==> src/rtl/mem_arbiter.sv <==
// Single-port memory arbiter between fetch (read-only) and the memory stage (load/store).
// The data side wins ties, but a fairness counter caps consecutive data grants while fetch waits.
module mem_arbiter #(
    parameter int unsigned AW           = 32,
    parameter int unsigned DW           = 32,
    parameter int unsigned MAX_D_CONSEC = 4
) (
    input  logic          clk,
    input  logic          reset,
    input  logic          IReq,
    input  logic [AW-1:0] IAddr,
    output logic [DW-1:0] IRdata,
    output logic          IValid,
    input  logic          DReq,
    input  logic          DWe,
    input  logic [AW-1:0] DAddr,
    input  logic [DW-1:0] DWdata,
    output logic [DW-1:0] DRdata,
    output logic          DValid,
    output logic          MemReq,
    output logic          MemWe,
    output logic [AW-1:0] MemAddr,
    output logic [DW-1:0] MemWdata,
    input  logic [DW-1:0] MemRdata,
    input  logic          MemReady,
    output logic          StallF,
    output logic          StallM,
    output logic          Busy
);

    localparam int unsigned  CW   = $clog2(MAX_D_CONSEC + 1);
    localparam logic [CW-1:0] DMax = CW'(MAX_D_CONSEC);

    typedef enum logic [1:0] {
        StIdle,
        StServeI,
        StServeD
    } state_e;

    state_e        r_state;
    state_e        w_state_next;

    logic          w_ei;
    logic          w_ed;
    logic          w_grant_d;
    logic          w_grant_i;
    logic          w_done;
    logic          w_busy;

    logic [CW-1:0] r_dcount;
    logic          r_mem_req;
    logic          r_mem_we;
    logic [AW-1:0] r_mem_addr;
    logic [DW-1:0] r_mem_wdata;
    logic [DW-1:0] r_irdata;
    logic [DW-1:0] r_drdata;
    logic          r_ivalid;
    logic          r_dvalid;

    // A requester in its valid cycle still shows the access just served; mask it out.
    assign w_ei = IReq & ~r_ivalid;
    assign w_ed = DReq & ~r_dvalid;

    always_ff @(posedge clk) begin
        if (reset) begin
            r_state <= StIdle;
        end else begin
            r_state <= w_state_next;
        end
    end

    always_comb begin
        w_state_next = r_state;
        unique case (r_state)
            StIdle: begin
                if (w_ed && (!w_ei || (r_dcount < DMax))) begin
                    w_state_next = StServeD;
                end else if (w_ei) begin
                    w_state_next = StServeI;
                end
            end
            StServeI, StServeD: begin
                if (MemReady) begin
                    w_state_next = StIdle;
                end
            end
            default: w_state_next = StIdle;
        endcase
    end

    always_comb begin
        w_grant_d = 1'b0;
        w_grant_i = 1'b0;
        w_done    = 1'b0;
        w_busy    = 1'b0;
        unique case (r_state)
            StIdle: begin
                w_grant_d = (w_state_next == StServeD);
                w_grant_i = (w_state_next == StServeI);
            end
            StServeI, StServeD: begin
                w_busy = 1'b1;
                w_done = MemReady;
            end
            default: ;
        endcase
    end

    // Memory-side request registers: loaded on grant, held while serving, dropped on completion.
    always_ff @(posedge clk) begin
        if (reset) begin
            r_mem_req   <= 1'b0;
            r_mem_we    <= 1'b0;
            r_mem_addr  <= '0;
            r_mem_wdata <= '0;
        end else if (w_grant_d) begin
            r_mem_req   <= 1'b1;
            r_mem_we    <= DWe;
            r_mem_addr  <= DAddr;
            r_mem_wdata <= DWdata;
        end else if (w_grant_i) begin
            r_mem_req   <= 1'b1;
            r_mem_we    <= 1'b0;
            r_mem_addr  <= IAddr;
        end else if (w_done) begin
            r_mem_req   <= 1'b0;
            r_mem_we    <= 1'b0;
        end
    end

    always_ff @(posedge clk) begin
        if (reset) begin
            r_irdata <= '0;
            r_drdata <= '0;
            r_ivalid <= 1'b0;
            r_dvalid <= 1'b0;
        end else begin
            r_ivalid <= w_done && (r_state == StServeI);
            r_dvalid <= w_done && (r_state == StServeD);
            if (w_done && (r_state == StServeI)) begin
                r_irdata <= MemRdata;
            end
            if (w_done && (r_state == StServeD)) begin
                r_drdata <= MemRdata;
            end
        end
    end

    // Counts data grants that overtook a pending fetch; any fetch grant restarts it.
    always_ff @(posedge clk) begin
        if (reset) begin
            r_dcount <= '0;
        end else if (w_grant_d) begin
            if (!w_ei) begin
                r_dcount <= '0;
            end else if (r_dcount != DMax) begin
                r_dcount <= r_dcount + 1'b1;
            end
        end else if (w_grant_i) begin
            r_dcount <= '0;
        end
    end

    assign MemReq   = r_mem_req;
    assign MemWe    = r_mem_we;
    assign MemAddr  = r_mem_addr;
    assign MemWdata = r_mem_wdata;
    assign IRdata   = r_irdata;
    assign DRdata   = r_drdata;
    assign IValid   = r_ivalid;
    assign DValid   = r_dvalid;
    assign StallF   = IReq & ~r_ivalid;
    assign StallM   = DReq & ~r_dvalid;
    assign Busy     = w_busy;

endmodule

==> config.mk <==
export PLATFORM = sky130hd
export DESIGN_NAME = mem_arbiter
export DESIGN_NICKNAME = d
export VERILOG_FILES = /design/src/rtl/mem_arbiter.sv
export SDC_FILE = /design/constraint.sdc
export NUM_CORES = 1
export LEC_CHECK = 0
export ABC_AREA = 1
export CAP_MARGIN = 20
export CORE_AREA = 2 2 109 190
export CTS_BUF_LIST = sky130_fd_sc_hd__clkbuf_8
export DETAILED_ROUTE_END_ITERATION = 12
export DIE_AREA = 0 0 111 192
export GPL_ROUTABILITY_DRIVEN = 0
export HOLD_SLACK_MARGIN = 0.12
export PLACE_DENSITY = 0.58
export SYNTH_ARGS = -nofsm -noshare
export SYNTH_HDL_FRONTEND = slang
export SYNTH_SLANG_ARGS = --single-unit
export TNS_END_PERCENT = 5
==> constraint.sdc <==
create_clock -name clk -period 3.5 [get_ports clk]
set_input_delay 0.525 -clock clk [delete_from_list [all_inputs] [get_ports clk]]
set_output_delay 0.525 -clock clk [all_outputs]
set_load 0.1 [all_outputs]
======== Word level (Yosys, flattened, before mapping) ========
Index checks and enable logic that the tools add are counted.
operators by class
  reduce and logical (&&, ||, !) cells .... 10
  eq/ne operators ......................... 6
  muxes and demuxes ....................... 19
  $add $sub $neg .......................... 1
  magnitude comparators ................... 1
  bitwise logic cells ..................... 4
operators by type and width
  operator                                                          count
  32-bit two-way mux                                                2
  3-bit two-way mux                                                 4
  1-bit two-way mux                                                 9
  2-bit two-way mux                                                 3
  2-bit by 1-bit == test with 1-bit output (second input constant)  2
  2-bit == test (second input constant)                             2
  2-bit one-hot mux with 2 select lines                             1
  3-bit by 1-bit adder with 3-bit output (second input constant)    1
  1-bit logical AND                                                 3
  3-bit < comparator (second input constant)                        1
  3-bit by 2-bit != test with 1-bit output (second input constant)  1
  3-bit != test (second input constant)                             1
  3-bit nonzero test                                                1
  1-bit bitwise AND                                                 2
  2-bit zero test                                                   1
  1-bit inverter                                                    2
  2-bit AND reduction                                               1
  2-bit nonzero test                                                1
  2-bit OR reduction                                                1
  1-bit zero test                                                   1
  1-bit logical OR                                                  1
word-level totals
  logic and storage cells ................. 51
  output and inout port bits .............. 135
  register bits after elaboration ......... 137

======== Logic depth before layout (Yosys ltp) ========
Gate-level depths: netlist (run 1).
  depth in word-level cells ............... 11
  depth in mapped cells ................... 12
  gate-level depth less buffers ........... 11

======== Least setup slack after synthesis (run 1) ========
OpenSTA, ideal clock, no wires.
  path type ............................... register to register
  start ................................... register r_state[0]
  end ..................................... register r_mem_addr[6] (netlist: MemAddr[6])
  cell stages (with the launch flop) ...... 10
  period minus slack after synthesis ...... 2,463 ps
  arrival ................................. 2,331 ps
  path slack .............................. 1,037 ps
  required time ........................... 3,368 ps
  setup time .............................. 132 ps
  buffers on the path ..................... 2
  cells stage by stage .................... dfxtp_1 inv_1 ha_1 nand3_1 nand2_1 nand3_1 buf_4 buf_2 nand3_1 a21oi_1
on the way
  cells in the longest elaborated chain, start to end .. 6
ends and longest elaborated chain
  item                                                                              RTL line  text
  from (decl)                                                                       40        state_e r_state;
  from (signal assigned)                                                            66        r_state <= StIdle;
  from (signal assigned)                                                            68        r_state <= w_state_next;
  2-bit by 1-bit == test with 1-bit output (tied with other cells)                  74        unique case (r_state)
  2-bit OR reduction / 2-bit two-way mux (equally long branches)                    74, 76
  2-bit one-hot mux with 2 select lines                                             74
  2-bit == test / 2-bit by 1-bit == test with 1-bit output (equally long branches)  98, 99
  1-bit two-way mux                                                                 96        unique case (r_state)
  32-bit two-way mux / 2-bit nonzero test (equally long branches)                   -
  to (signal assigned)                                                              119       r_mem_addr <= DAddr;
  to (signal assigned)                                                              124       r_mem_addr <= IAddr;
  to (decl)                                                                         53        logic [AW-1:0] r_mem_addr;
Parallel ways exist; a longest one is shown, timed or not.
A chain may end at the register's enable or synchronous reset.

======== Worst setup path after layout (run 1) ========
  start ................................... register r_irdata[24] (netlist: IRdata[24])
  end ..................................... output port IRdata[24]
RTL lines
  item                    RTL line  text
  from (decl)             55        logic [DW-1:0] r_irdata;
  from (signal assigned)  141       r_irdata <= MemRdata;
  to (decl)               12        output logic [DW-1:0] IRdata,
No word-level cell between the ends.

==> results of run 1 <==
-- cells in the final DEF (no fill, tap or decap) --
master / count
a21oi_1: 70
buf_12: 1
buf_2: 1
buf_4: 15
bufinv_16: 4
clkbuf_8: 21
clkdlybuf4s50_1: 263
clkinv_1: 1
clkinv_2: 2
clkinv_4: 2
clkinvlp_4: 1
dfxtp_1: 137
ha_1: 6
inv_1: 45
inv_2: 1
inv_6: 1
nand2_1: 83
nand2_2: 3
nand3_1: 108
nand3_4: 1
nand3b_1: 1
nor2_1: 132
nor2_4: 2
o21ai_0: 44
o21ai_1: 20
o21bai_1: 32
xor2_1: 1
-- worst paths after layout --
path	slack, ns	depth (start not counted)	startpoint	endpoint
setup reg to reg	1.24	9	r_state[0]$_SDFF_PP0_	MemAddr[15]$_SDFFE_PP0P_
hold / removal	0.46	2	DRdata[19]$_SDFFE_PP0P_	DRdata[19]$_SDFFE_PP0P_
hold reg to reg	0.46	2	DRdata[19]$_SDFFE_PP0P_	DRdata[19]$_SDFFE_PP0P_
setup / recovery	0.98	1	IRdata[24]$_SDFFE_PP0P_	IRdata[24]
-- power by group --
| group | total [mW] | switching [mW] | internal (mW) | leakage (nW) |
|---|---|---|---|---|
| clock | 1.49 | 0.639 | 0.852 | 0.234 |
| combinational | 1.78 | 1.31 | 0.471 | 2.04 |
| sequential | 1.75 | 0.0642 | 1.68 | 1.12 |
-- registers in the layout, summed over array words and instances (netlist names) --
register and cells:
MemReq 1, MemWe 1, r_dcount 3, MemAddr 32, DValid 1, r_state 2, IValid 1, DRdata 32
IRdata 32, MemWdata 32
-- kinds of logic after synthesis --
family | Yosys count
fa+ha+maj | 6
simple gates | 330
buf+inv | 104
xor+xnor | 1
compound gates | 166
flops | 137
-- layer usage --
layer | track usage | up-vias | routed length, um
met5 | 0 | - | 0
met2 | 0.351 | 181 | 11100
li1 | - | 2912 | -
met3 | 0.0439 | 42 | 933
met4 | 0.0923 | 0 | 648
met1 | 0.179 | 2620 | 7100
-- final cells by class --
class | count | area [sq um] | share of cell area
Multi-Input combinational cell | 503 | 2410 | 0.272
Inverter | 46 | 173 | 0.0195
Sequential cell | 137 | 2740 | 0.310
Clock buffer | 21 | 289 | 0.0326
Clock inverter | 11 | 168 | 0.0189
Tap cell | 245 | 307 | 0.0346
Timing Repair Buffer | 280 | 2770 | 0.313
==> reports/metrics.yaml, run 1 <==
worst_setup_path:
  crit_path_max_fanout: 2
  path_buf_inv: 1
  worst_path_largest_cell_delay_ns: 1.16
  arr_time_crit_path_ns: 2.00
  timing.critical_path.cells: "clkdlybuf4s50_1"
  cell_family_with_the_largest_share_of_critical_path_delay: "buffers and inverters"
  slowest_stage: "clkdlybuf4s50_1"
  cp-end-kind: "output pin"
  critical_path_source_type: "flop"
  critPathRequiredTime_ns: 2.97
  worstSetupPathType: "reg -> out"
yosys:
  yosys.area_share.xor_xnor: 0.00156
  synth_fp_nets: 884
  synth_top_family_by_area: "simple AND/OR/NAND/NOR gates"
  ys_top_cells_by_count: "137 x dfxtp_1, 132 x nor2_1, 108 x nand3_1"
  muxShareOfSynthArea: 0
  synth_fa_ha_area_frac: 0.0134
  synth.lib_cells_used.distinct: 22
  synth-compound-area-share: 0.162
  synth_enable_flop_cells: 0
  ys.flop_type: "dfxtp_1"
  synthesis.area_sq_um: 5610
  post-synth-top-area-cell: "dfxtp_1"
  ys_warn_count: 0
  synthesis.instances: 744
  postSynthRegisterBits: 137
  yosysSeqAreaShare: 0.489
  yosys.area.top_type_share: 0.489
  ys_top_cells_by_area: "dfxtp_1 49%, nand3_1 9.6%, nor2_1 8.8%"
  async_flop_share: 0
  postSynthAreaPerCell_sq_um: 7.55
  synth_simple_gate_area_share: 0.252
  synthMostInstantiatedCell: "dfxtp_1"
detailed_routing:
  detail_route.drc_violations: 0
  drt-wirelength-per-cell_um: 15.9
  detail_route.first_pass.iterations: 4
  routed-via-count: 5755
  detailedRoute.firstIterationViolations: 287
  totalWireLength_mm: 19.8
  detail_route.vias_per_cell: 4.63
  postRouteAntennaNets: 0
final_layout:
  insertedDiodeCount: 0
  final_cell_area_sq_um: 8860
  drive_above_1_share: 0.0551
  final.fill_count: 2017
  final_util: 0.451
  layoutNonFillerInstCount: 1243
  layout-area-overhead-vs-synth_pct: 57.8
  finalNetCount: 1125
global_route:
  grt_usage: 0.182
  antenna_violations_before_repair: 0
  grt_pass1_vias: 5564
  grt_max_degree: 73
  grt_overflow_total: 0
  grt_first_pass_wirelength_mm: 30.1
timing:
  finalSetupViolCount: 0
  clock.fmax_mhz: 397
  timing.final.crit_share: 0.720
  unrepaired_setup_endpoints_after_global_routing: "no"
  fin_worst_skew_ns: 0.0118
  worst_pin_slew_ns: 1.06
  hold_viol_final: 0
  fin_ws_ns: 0.980
  timing.max_slew.rel_slack: 0.288
  finalSetupTns_ns: 0
  worst_hold_slack_ns: 0.465
  finalWorstPathRequiredPeriod_ns: 2.52
  slew_viol_final: 0
die:
  design.die.area_sq_um: 21300
  num_rows: 68
  floorplan.io_pins: 269
  die_w_um: 111
  die_height_um: 192
  floorplan.initialDensity: 0.286
  design.core.area_sq_um: 19700
placed_design:
  place_hpwl_mm: 13.7
  placement.cell_area_sq_um: 8400
  pre_cts_slack_ns: 0.869
  placedCellCount: 1211
  placement.io_buffers: 268
power:
  p_per_area_nw_per_um2: 567
  vdd.ir_drop.worst_v: 0.000310
  leakage_nw: 3.39
  totalPowerFinal_mw: 5.02
clock_network:
  root_cell_of_the_clock_tree: "clkbuf_8"
  cts.sink_count: 137
  path_clk_slew_ns: 0.08
  ctsResizeCount: 0
  htreeDepth: 4
  tritoncts: "yes"
  clkLatencyLatePin_ns: 0.46
  cts_hold_buf: 0
  clk_path_buf_depth: 2
  post_cts_buffers: 0
  cts_buf_count: 17
hold_path:
  worstHoldPathType: "reg -> reg"
flow_run:
  maxCapViolations: 0
status:
  result_of_the_run: "completed"
Power figures use the tool's default switching activity.
==> inputs of run 2 (changes only) <==
- PLACE_DENSITY: 0.58 -> 0.61
- clock period: 3.5 -> 2.3 ns (I/O delays scaled with it)
==> run 2 against run 1 <==
Net effect: hold slack lost 0.013 ns; clock skew down 0.0029 ns; sequential power rose by 52%; critical path type is now reg -> reg; largest cell class is now flip-flops and latches; largest power group unchanged.
==> reports/metrics.yaml, run 2 (synthesis gave the netlist of run 1 again) <==
status:
  result_of_the_run: "completed"
final_layout:
  drive_above_1_share: 0.194  # +0.139
  insertedDiodeCount: 0  # unchanged
  register_area_sq_um: 2740  # about the same
  final_cell_area_sq_um: 8600  # -2.9%
  layout-area-overhead-vs-synth_pct: 53.1
  final.fill_count: 2032  # +0.74%
  final_cell_mix: "144 x buf_4, 136 x dfxtp_1, 132 x nor2_1, 132 x clkdlybuf4s50_1, 108 x nand3_1"
  finalNetCount: 1131  # +0.53%
  multi_input_area_sq_um: 2410  # +0.10%
  layoutNonFillerInstCount: 1249  # +0.48%
  layout.cells.most_common: "buf_4"
clock_network:
  clkLatencyLatePin_ns: 0.46  # about the same
  htreeDepth: 4  # unchanged
  ctsResizeCount: 0  # unchanged
  post_cts_buffers: 0  # unchanged
  root_cell_of_the_clock_tree: "clkbuf_8"
  tritoncts: "yes"
  path_clk_slew_ns: 0.08  # about the same
  cts_buf_count: 17  # unchanged
  cts.sink_count: 137  # unchanged
  clk_path_buf_depth: 2  # unchanged
  cts_hold_buf: 0  # unchanged
detailed_routing:
  drt-wirelength-per-cell_um: 15.7  # -1.6%
  routed-via-count: 5724  # -0.54%
  detailedRoute.firstIterationViolations: 217  # -24%
  detail_route.drc_violations: 0  # unchanged
  detail_route.first_pass.iterations: 4  # unchanged
  totalWireLength_mm: 19.6  # -1.1%
  postRouteAntennaNets: 0  # unchanged
  detail_route.vias_per_cell: 4.58  # -1.0%
timing:
  timing.final.crit_share: 0.880
  slew_viol_final: 0  # unchanged
  finalSetupViolCount: 0  # unchanged
  hold_viol_final: 0  # unchanged
  fin_worst_skew_ns: 0.00893  # -0.00289 ns
  worst_hold_slack_ns: 0.452  # -0.0131 ns
  worst_pin_slew_ns: 0.829  # -0.236 ns
  finalSetupTns_ns: 0  # unchanged
  unrepaired_setup_endpoints_after_global_routing: "no"
  clock.fmax_mhz: 494
  timing.max_slew.rel_slack: 0.448  # +0.160
  finalWorstPathRequiredPeriod_ns: 2.02
hold_path:
  worstHoldPathType: "in -> reg"
  hold_path_depth: 3  # +1
global_route:
  global_route.peak_usage_layer: "met2"
  grt_first_pass_wirelength_mm: 29.9  # -0.94%
  gr-usage-met3: 0.0417  # -0.00221
  grt_max_degree: 73  # unchanged
  antenna_violations_before_repair: 0  # unchanged
  grt_util_met1: 0.179  # +0.000320
  grt_overflow_total: 0  # unchanged
  grt_util_met2: 0.347  # -0.00354
  grt_usage: 0.179  # -0.00328
  grt_pass1_vias: 5598  # +0.61%
power:
  leakage_nw: 3.66  # +7.9%
  totalPowerFinal_mw: 7.32  # +46%
  vdd.ir_drop.worst_v: 0.000447  # +44%
  p_per_area_nw_per_um2: 851  # +50%
die:
  design.core.area_sq_um: 19700  # unchanged
  floorplan.initialDensity: 0.286  # unchanged
  die_height_um: 192  # unchanged
  design.die.area_sq_um: 21300  # unchanged
  num_rows: 68  # unchanged
  die_w_um: 111  # unchanged
  floorplan.io_pins: 269  # unchanged
worst_setup_path:
  cp-end-kind: "flop"
  worstRegToRegCells: 8  # -1
  critical_path_source_type: "flop"
  crit_path_max_fanout: 32  # +30
  timing.critical_path.cells: "inv_1, ha_2, nand3_1, nand3_4, buf_4, o21bai_1, nand3_1, a21oi_1"
  timing.critical_path.mode_cell: "nand3_1"
  worstSetupPathType: "reg -> reg"
  worst_path_largest_cell_delay_ns: 0.41  # -0.75 ns
  critPathRequiredTime_ns: 2.61  # -0.36 ns
  arr_time_crit_path_ns: 2.34  # +0.34 ns
  slowest_stage: "dfxtp_1"
placed_design:
  placement.cell_area_sq_um: 8210  # -2.3%
  placement.io_buffers: 268  # unchanged
  placedCellCount: 1217  # +0.50%
  place_hpwl_mm: 13.8  # +0.37%
flow_run:
  maxCapViolations: 0  # unchanged
## run 2: cell count changes in the layout (fill, tap and decap cells not counted), sizes merged
cell | previous run | this run
clkinvlp | 1 | 3
bufinv | 4 | 1
buf | 17 | 154
inv | 47 | 46
clkdlybuf4s50 | 263 | 132
clkinv | 5 | 7
## run 2: layout make-up
cell class / count / share of cell area
flip-flops and latches: 137 / 0.319
repair buffers: 286 / 0.300
multi-input cells: 503 / 0.280
well taps: 245 / 0.0357
clock buffers: 21 / 0.0336
inverters: 46 / 0.0201
clock inverters: 11 / 0.0111
## run 2: critical path: cells and delay by family (launching register included)
family | cells | cell delay [ns]
flip-flops | 1 | 0.41
buffers and inverters | 2 | 0.43
AND/OR/NAND/NOR | 3 | 0.43
AO/OA/AOI/OAI | 2 | 0.21
adder cells (fa/ha/maj) | 1 | 0.38
## run 2: per-stage QoR
| stage | setup WS, ns | util |
|---|---|---|
| finish | 0.275 | 0.437 |
| global placement | 0.0986 | 0.418 |
| global route | 0.0657 | 0.437 |
| detailed placement | 0.0818 | 0.418 |
| floorplan | 0.118 | - |
| CTS | 0.132 | 0.437 |
## run 2: final timing paths
path	startpoint	to	slack (ns)
setup / recovery	r_state[1]$_SDFF_PP0_	MemAddr[21]$_SDFFE_PP0P_	0.28
hold / removal	DWe	MemWe$_SDFFE_PP0P_	0.45
setup reg to reg	r_state[1]$_SDFF_PP0_	MemAddr[21]$_SDFFE_PP0P_	0.28
hold reg to reg	DRdata[18]$_SDFFE_PP0P_	DRdata[18]$_SDFFE_PP0P_	0.46
## run 2: layer usage
layer | up-vias | part of all wire
li1 | 2924 | -
met4 | 0 | 0.026
met3 | 30 | 0.047
met5 | - | 0
met2 | 178 | 0.57
met1 | 2592 | 0.36
## run 2: power by group
| group | internal [mW] | switching, mW |
|---|---|---|
| sequential | 2.56 | 0.100 |
| combinational | 0.702 | 2.00 |
| clock | 0.964 | 0.988 |
| total | 4.22 | 3.09 |
==> inputs of run 3 (changes only) <==
- CORE_AREA: 2 2 109 190 -> 2 2 122 212
- DIE_AREA: 0 0 111 192 -> 0 0 124 214
- PLACE_DENSITY: 0.61 -> 0.5
==> run 3 against run 2 <==
Net effect: worst setup slack better by 0.00081 ns; critical path depth up 1; critical endpoint is now MemAddr[5]$_SDFFE_PP0P_; flip-flop and latch count unchanged; hold slack worse by 0.045 ns; core utilization down 8.4 points; highest routed layer unchanged; routed wire length up 6.9%; sequential share of layout area down 0.48 points; clock-buffer cell count down 3; largest power group unchanged; clock skew up 0.011 ns; critical path type unchanged; sequential power about the same; non-clock buffer count up 2; total power up 3.1%.
==> reports/metrics.yaml, run 3 (synthesis gave the netlist of run 1 again) <==
timing:
  finalWorstPathRequiredPeriod_ns: 2.02  # -0.000814 ns
  timing.max_slew.rel_slack: 0.435  # -0.0124
  finalSetupViolCount: 0  # unchanged
  fin_worst_skew_ns: 0.0197  # +0.0108 ns
  worst_pin_slew_ns: 0.847  # +0.0186 ns
  slew_viol_final: 0  # unchanged
  unrepaired_setup_endpoints_after_global_routing: "no"
  hold_viol_final: 0  # unchanged
  worst_hold_slack_ns: 0.407  # -0.0447 ns
  clock.fmax_mhz: 494  # about the same
  finalSetupTns_ns: 0  # unchanged
  timing.final.crit_share: 0.880  # about the same
placed_design:
  placedCellCount: 1286  # +5.7%
  placement.io_buffers: 268  # unchanged
  place_hpwl_mm: 15.2  # +10%
  placement.cell_area_sq_um: 8300  # +1.1%
power:
  totalPowerFinal_mw: 7.54  # +3.1%
  leakage_nw: 3.69  # +0.61%
  p_per_area_nw_per_um2: 864  # +1.5%
  vdd.ir_drop.worst_v: 0.000388  # -13%
global_route:
  grt_pass1_vias: 5656  # +1.0%
  grt_max_degree: 73  # unchanged
  grt_first_pass_wirelength_mm: 31.7  # +6.1%
  grt_overflow_total: 0  # unchanged
  antenna_violations_before_repair: 1  # +1
  grt_usage: 0.159  # -0.0192
final_layout:
  final_cell_mix: "147 x buf_4, 136 x dfxtp_1, 132 x nor2_1, 132 x clkdlybuf4s50_1, 108 x nand3_1"
  layoutNonFillerInstCount: 1318  # +5.5%
  register_area_sq_um: 2740  # unchanged
  finalNetCount: 1133  # +0.18%
  final_cell_area_sq_um: 8730  # +1.5%
  multi_input_area_sq_um: 2410  # unchanged
  layout.cells.most_common: "buf_4"
  drive_above_1_share: 0.195  # +0.000802
  final.fill_count: 2701  # +33%
  layout-area-overhead-vs-synth_pct: 55.5
flow_run:
  maxCapViolations: 0  # unchanged
worst_setup_path:
  worstSetupPathType: "reg -> reg"
  ff2ff_setup_slack_ns: 0.28  # about the same
  critPathRequiredTime_ns: 2.68  # +0.07 ns
  critical_path_source_type: "flop"
  crit_path_max_fanout: 48  # +50%
  arr_time_crit_path_ns: 2.41  # +0.07 ns
  cp-end-kind: "flop"
  worstRegToRegCells: 9  # +1
clock_network:
  path_clk_slew_ns: 0.09  # about the same
  htreeDepth: 4  # unchanged
  cts_hold_buf: 0  # unchanged
  cts.sink_count: 137  # unchanged
  clk_path_buf_depth: 2  # unchanged
  clkLatencyLatePin_ns: 0.46  # about the same
  tritoncts: "yes"
  cts_buf_count: 17  # unchanged
  root_cell_of_the_clock_tree: "clkbuf_8"
die:
  design.core.area_sq_um: 24700  # +26%
  num_rows: 76  # +12%
  die_height_um: 214  # +11%
  floorplan.io_pins: 269  # unchanged
  design.die.area_sq_um: 26500  # +25%
  floorplan.initialDensity: 0.227  # -0.0586
  die_w_um: 124  # +12%
detailed_routing:
  postRouteAntennaNets: 0  # unchanged
  routed-via-count: 5728  # +0.070%
  detail_route.drc_violations: 0  # unchanged
  detail_route.vias_per_cell: 4.35  # -5.2%
  detail_route.first_pass.iterations: 4  # unchanged
  drt-wirelength-per-cell_um: 15.9  # +1.3%
  totalWireLength_mm: 20.9  # +6.9%
  detailedRoute.firstIterationViolations: 246  # +13%
hold_path:
  hold_path_depth: 4  # +1
  worstHoldPathType: "in -> reg"
status:
  result_of_the_run: "completed"
[run 3: cell types whose count changed in the layout (fill, tap and decap cells not counted), moves of 2 or more]
cell and delta:
buf_4 +3, clkbuf_8 -3, bufinv_16 +3, clkinv_2 -2
[run 3: per-layer routing]
metal	up-vias	routed length, um	GRT usage
li1	2926	-	-
met1	2592	7360	0.155
met2	174	11700	0.302
met3	36	1010	0.0381
met4	0	827	0.0790
met5	-	0	0
[run 3: critical path, cell delays in order (launching register included)]
cell and delay (ns):
dfxtp_1 0.41, inv_1 0.09, ha_2 0.39, nand3_1 0.16
nand3_4 0.16, inv_2 0.05, nand2_2 0.09, buf_6 0.32
nand3_1 0.12, a21oi_1 0.16
[run 3: worst paths after layout]
path | start | to
worst max-delay path | r_state[1]$_SDFF_PP0_ | MemAddr[5]$_SDFFE_PP0P_
worst min-delay path | reset | IRdata[27]$_SDFFE_PP0P_
worst max register to register | r_state[1]$_SDFF_PP0_ | MemAddr[5]$_SDFFE_PP0P_
worst min register to register | DRdata[19]$_SDFFE_PP0P_ | DRdata[19]$_SDFFE_PP0P_
[run 3: repair_timing]
item                                    CTS  global route
gates resized for setup                   0             1
endpoints found under the setup margin    0            16
setup buffers                             0             0
[run 3: metrics by stage]
stage	util	setup WS, ns
3_3_place_gp	0.336	0.0485
6_report	0.353	0.276
3_5_place_dp	0.336	0.0178
4_1_cts	0.353	0.109
5_1_grt	0.353	0.0329
2_1_floorplan	-	0.118
[run 3: area by class of cell]
type,instances,area share
flip-flops and latches,137,0.314
repair buffers,288,0.296
multi-input cells,503,0.276
well taps,312,0.0447
clock buffers,18,0.0284
clock inverters,13,0.0205
inverters,46,0.0198
diodes,1,0.000287
[run 3: power breakdown]
group          internal (mW)  switching (mW)
Sequential              2.56          0.0995
Combinational          0.708            2.01
Clock                   1.20           0.966
